File: src/rtl/eq_arb_ctrl_amisha.sv
// Round-robin arbiter feeding one shared 2-bit equality comparator.
// Each transaction walks IDLE -> LOAD -> COMPARE -> RESP and bumps a saturating match counter.
module eq_arb_ctrl_amisha (
   input  logic       clk_amisha,
   input  logic       rst_n_amisha,
   input  logic [3:0] req_amisha,
   input  logic [7:0] a_in_amisha,
   input  logic [7:0] b_in_amisha,
   input  logic       clr_cnt_amisha,
   output logic [3:0] gnt_amisha,
   output logic       busy_amisha,
   output logic       done_amisha,
   output logic       eq_amisha,
   output logic [1:0] id_amisha,
   output logic [3:0] match_cnt_amisha
);

   localparam int NUM_REQ = 4;
   localparam int VEC_W   = 2;
   localparam int ID_W    = 2;

   typedef enum logic [1:0] {S_IDLE, S_LOAD, S_CMP, S_RESP} state_t;

   function automatic logic f_eq2(input logic [VEC_W-1:0] a, input logic [VEC_W-1:0] b);
      return (a[1] ~^ b[1]) & (a[0] ~^ b[0]);
   endfunction

   state_t                        r_state, w_next;
   logic [NUM_REQ-1:0][VEC_W-1:0] w_a, w_b;
   logic [ID_W-1:0]               r_ptr, r_win, r_id, r_id_out;
   logic [ID_W-1:0]               w_win, w_idx;
   logic                          w_any;
   logic [VEC_W-1:0]              r_opa, r_opb;
   logic                          r_eq;
   logic [3:0]                    r_cnt;

   assign w_a = a_in_amisha;
   assign w_b = b_in_amisha;

   // Scan lowest priority first so the highest-priority hit (ptr+1) is written last.
   always_comb begin
      w_win = r_ptr;
      w_any = 1'b0;
      w_idx = '0;
      for (int k = NUM_REQ; k >= 1; k--) begin
         w_idx = r_ptr + ID_W'(k);
         if (req_amisha[w_idx]) begin
            w_win = w_idx;
            w_any = 1'b1;
         end
      end
   end

   always_ff @(posedge clk_amisha or negedge rst_n_amisha) begin
      if (!rst_n_amisha) r_state <= S_IDLE;
      else               r_state <= w_next;
   end

   always_comb begin
      w_next = S_IDLE;
      case (r_state)
         S_IDLE:  w_next = w_any ? S_LOAD : S_IDLE;
         S_LOAD:  w_next = S_CMP;
         S_CMP:   w_next = S_RESP;
         S_RESP:  w_next = S_IDLE;
         default: w_next = S_IDLE;
      endcase
   end

   always_comb begin
      gnt_amisha  = '0;
      busy_amisha = 1'b0;
      done_amisha = 1'b0;
      case (r_state)
         S_LOAD: begin
            gnt_amisha[r_win] = 1'b1;
            busy_amisha       = 1'b1;
         end
         S_CMP:  busy_amisha = 1'b1;
         S_RESP: begin
            busy_amisha = 1'b1;
            done_amisha = 1'b1;
         end
         default: ;
      endcase
   end

   // Winner is latched in IDLE so request changes later in the transaction are ignored.
   always_ff @(posedge clk_amisha or negedge rst_n_amisha) begin
      if (!rst_n_amisha) begin
         r_win    <= '0;
         r_ptr    <= 2'd3;
         r_id     <= '0;
         r_opa    <= '0;
         r_opb    <= '0;
         r_eq     <= 1'b0;
         r_id_out <= '0;
      end else begin
         case (r_state)
            S_IDLE: if (w_any) r_win <= w_win;
            S_LOAD: begin
               r_ptr <= r_win;
               r_id  <= r_win;
               r_opa <= w_a[r_win];
               r_opb <= w_b[r_win];
            end
            S_CMP: begin
               r_eq     <= f_eq2(r_opa, r_opb);
               r_id_out <= r_id;
            end
            default: ;
         endcase
      end
   end

   // Clear takes priority over a same-cycle increment.
   always_ff @(posedge clk_amisha or negedge rst_n_amisha) begin
      if (!rst_n_amisha)
         r_cnt <= '0;
      else if (clr_cnt_amisha)
         r_cnt <= '0;
      else if (r_state == S_RESP && r_eq && r_cnt != 4'hF)
         r_cnt <= r_cnt + 4'd1;
   end

   assign eq_amisha        = r_eq;
   assign id_amisha        = r_id_out;
   assign match_cnt_amisha = r_cnt;

endmodule

File: config.mk
export PLATFORM = sky130hd
export DESIGN_NAME = eq_arb_ctrl_amisha
export DESIGN_NICKNAME = d
export VERILOG_FILES = /design/src/rtl/eq_arb_ctrl_amisha.sv
export SDC_FILE = /design/constraint.sdc
export NUM_CORES = 1
export LEC_CHECK = 0
export ABC_AREA = 1
export BUFFER_PORTS_ARGS = -buffer_cell sky130_fd_sc_hd__buf_2
export CAP_MARGIN = 20
export CORE_MARGIN = 2
export CORE_UTILIZATION = 35
export CTS_CLUSTER_DIAMETER = 120
export DETAILED_ROUTE_END_ITERATION = 10
export PLACE_DENSITY = 0.7
export SYNTH_ARGS = -nofsm -noshare
export SYNTH_HDL_FRONTEND = slang
export SYNTH_SLANG_ARGS = --single-unit
File: constraint.sdc
create_clock -name clk_amisha -period 1.4 [get_ports clk_amisha]
set_input_delay 0.28 -clock clk_amisha [delete_from_list [all_inputs] [get_ports clk_amisha]]
set_output_delay 0.28 -clock clk_amisha [all_outputs]
set_load 0.05 [all_outputs]
==> run_results.csv <==
group,metric,value,unit
logic_synthesis,synth_common_cells,"nand2_1, nor2_1, dfrtp_1",
logic_synthesis,synth_seq_cells,19,
routing,firstDrtPassIters,4,
timing,min_period_over_period,1.13,
logic_synthesis,synth_area_per_cell,7.58,um2
finish,drive_above_1_share,0.459,
logic_synthesis,synth.most_common_cell,"nand2_1",
clock_tree,clock_latency,300,ps
finish,fin_cells,240,
placed_design,post-dp-hpwl,1980,um
finish,num_antenna_cells,0,
logic_synthesis,synthFlopType,"dfrtp_1",
clock_tree,cts_tree,"done",
timing,relSlewSlack,0.701,
job,maxCapViolations,0,
clock_tree,cts_root_buf,"clkbuf_4",
logic_synthesis,synth-warning-count,0,
logic_synthesis,synth_edf_count,0,
pwr,p_clk_frac,0.080,
timing,setup_viol,6,
pwr,total_power,3620,uW
timing,min_period,1580,ps
routing,ant_nets,0,
clock_tree,clock_sinks,19,
logic_synthesis,netlist_instances,147,
routing,post_drt_wl_per_cell,12.1,um
finish,areaGrowthSynthToFinish,47.5,%
pwr,p_int,1830,uW
placed_design,placed_cells,230,
die,coreArea,3030,um2
die,io-pin-count,36,
logic_synthesis,netlist_top_cells_area,"dfrtp_1, nand2_1, nor2_1, ha_1, dfstp_2",
timing,setup_slack,-180,ps
grt,grt_pass1_wl,4640,um
setup_path,ff2ff_setup_slack,20,ps
finish,fillers,292,
logic_synthesis,async_flop_share,1.00,
grt,grt_start_max_net_pins,20,
setup_path,setup.worst_path.class,"flip-flop to output port",
logic_synthesis,yosysSeqAreaShare,0.429,
grt,grt_pass1_vias,1035,
pwr,power.leakage,0.000824,uW
setup_path,critPathLaunchType,"flip-flop",
routing,vias,1134,
pwr,share_seq_of_total_power,0.279,
setup_path,crit_arrival,1300,ps
die,die_w,60.4,um
setup_path,endpoint_kind,"output port",
timing,hold_viol,0,
finish,multi_input_area,701,um2
clock_tree,cts.path.max_buffers,2,
logic_synthesis,synth_top_area_frac,0.382,
timing,setup-tns-final,-867,ps
run_status,violations,"negative setup slack",
logic_synthesis,synth_area,1110,um2
placed_design,dpl_worst_slack,48.6,ps
timing,drv_slew,0,
pwr,powerDensity,2200,nW/um2
timing,fmax,633,MHz
setup_path,worstPathRequired,1120,ps
die,die_y,60.4,um
finish,seq_area,482,um2
worst_hold_path,hp-class,"primary input to flip-flop",
clock_tree,cts_buffers,3,
grt,antenna_found_initial,0,
run_status,status,"complete, but fails checks",
pwr,power_switching,1790,uW
logic_synthesis,ys_types,23,
grt,grt_overflow,0,
timing,finClkSkew,2.16,ps
pwr,peakVddDrop,1240,uV
routing,drtIter0Drc,27,
routing,via_per_inst,4.73,
pwr,combPwrFrac,0.641,
logic_synthesis,yosysTopAreaCell,"dfrtp_1",
placed_design,io_buffers,35,
setup_path,crit_fanout,3,
die,die_area,3650,um2
placed_design,place.gp.congestion,0.902,
pwr,swShare,0.495,
timing,worst_pin_slew,449,ps
routing,drc_errors,0,
clock_tree,clk_pin_slew_worst_paths,110,ps
timing,rsz0062_at_grt,"yes",
clock_tree,htree_levels,1,
logic_synthesis,syn-num-nets,175,
finish,nNetsFinal,225,
grt,grt_use_total,0.172,
die,initial_core_util,0.368,
routing,wirelength,2910,um
die,num_rows,20,
timing,timing.hold.ws,161,ps
path summary, 6_finish.rpt:
path                                 from  depth (start not counted)             endpoint
max in group asynchronous    rst_n_amisha                          2             r_ptr[1]
min                        clr_cnt_amisha                          2  match_cnt_amisha[1]
min reg2reg                       r_id[0]                          2              r_id[0]
min in group asynchronous    rst_n_amisha                          2  match_cnt_amisha[3]
max reg2reg                      r_ptr[0]                          9             r_win[0]
max                            r_state[1]                          5        gnt_amisha[0]
cell families after synthesis:
group                      share of synthesized area
and+or+nand+nor                                0.318
AOI/OAI and AO/OA                             0.0944
DFF                                            0.429
buffers and inverters                         0.0663
adders and majority gates                     0.0562
xor gates and xnor gates                      0.0157
muxes                                         0.0202
flip-flops by register name, summed over array words and instances (netlist names):
register          flops
match_cnt_amisha      4
id_amisha             2
r_opa                 2
eq_amisha             1
r_id                  2
r_win                 2
r_ptr                 2
r_state               2
r_opb                 2
through the flow:
step / util / instance area, um2
6_report: 0.543 / 1640
5_1_grt: 0.543 / 1640
4_1_cts: 0.520 / 1580
3_5_place_dp: 0.472 / 1430
3_3_place_gp: 0.472 / 1430
2_1_floorplan: - / 1170
metal layers:
layer  GRT usage  share of wire  vias to the layer above
li1            -              -                      572
met1       0.219           0.44                      510
met2       0.298           0.50                       46
met3      0.0277          0.056                        6
met4      0.0571         0.0086                        0
met5           0              0                        -
cell usage in the layout, fill, tap and decap left out, types with 3 or more instances in the layout:
master / n
a21oi_1: 5
buf_2: 29
buf_4: 10
buf_6: 4
buf_8: 3
clkbuf_4: 3
dfrtp_1: 14
dfrtp_2: 3
ha_4: 3
inv_1: 8
inv_2: 5
nand2_1: 32
nand2_2: 6
nand3_1: 7
nand3_2: 3
nor2_1: 21
nor2_4: 4
o21ai_0: 6
power by group through the flow:
stage | Sequential (uW) | Clock [uW] | Combinational (uW)
5_1_grt | 1040 | 327 | 2560
2_1_floorplan | 1080 | 0 | 1350
6_report | 1010 | 291 | 2320
3_5_place_dp | 1000 | 0 | 1870
4_1_cts | 996 | 297 | 2130
3_3_place_gp | 994 | 0 | 1860
worst max-delay path, cell delays in order (launching register included):
cell,delay [ps]
dfrtp_1,410
inv_2,80
ha_4,170
nand2_4,80
nor2_4,110
buf_8,150
repair_timing:
item                                    4_1_cts  5_1_grt
gates resized for setup                      22       13
hold buffers                                  1        0
pin swaps                                     4        5
endpoints found under the hold margin        17        0
endpoints found under the setup margin        6       12
setup buffers                                 4        3
layout make-up:
class	instances	share of cell area
Tap cell	44	0.0335
Clock inverter	1	0.00305
Multi-Input combinational cell	112	0.427
Sequential cell	19	0.293
Clock buffer	3	0.0137
Inverter	14	0.0350
Timing Repair Buffer	47	0.195
No activity file was read; power rests on OpenSTA's default activity.
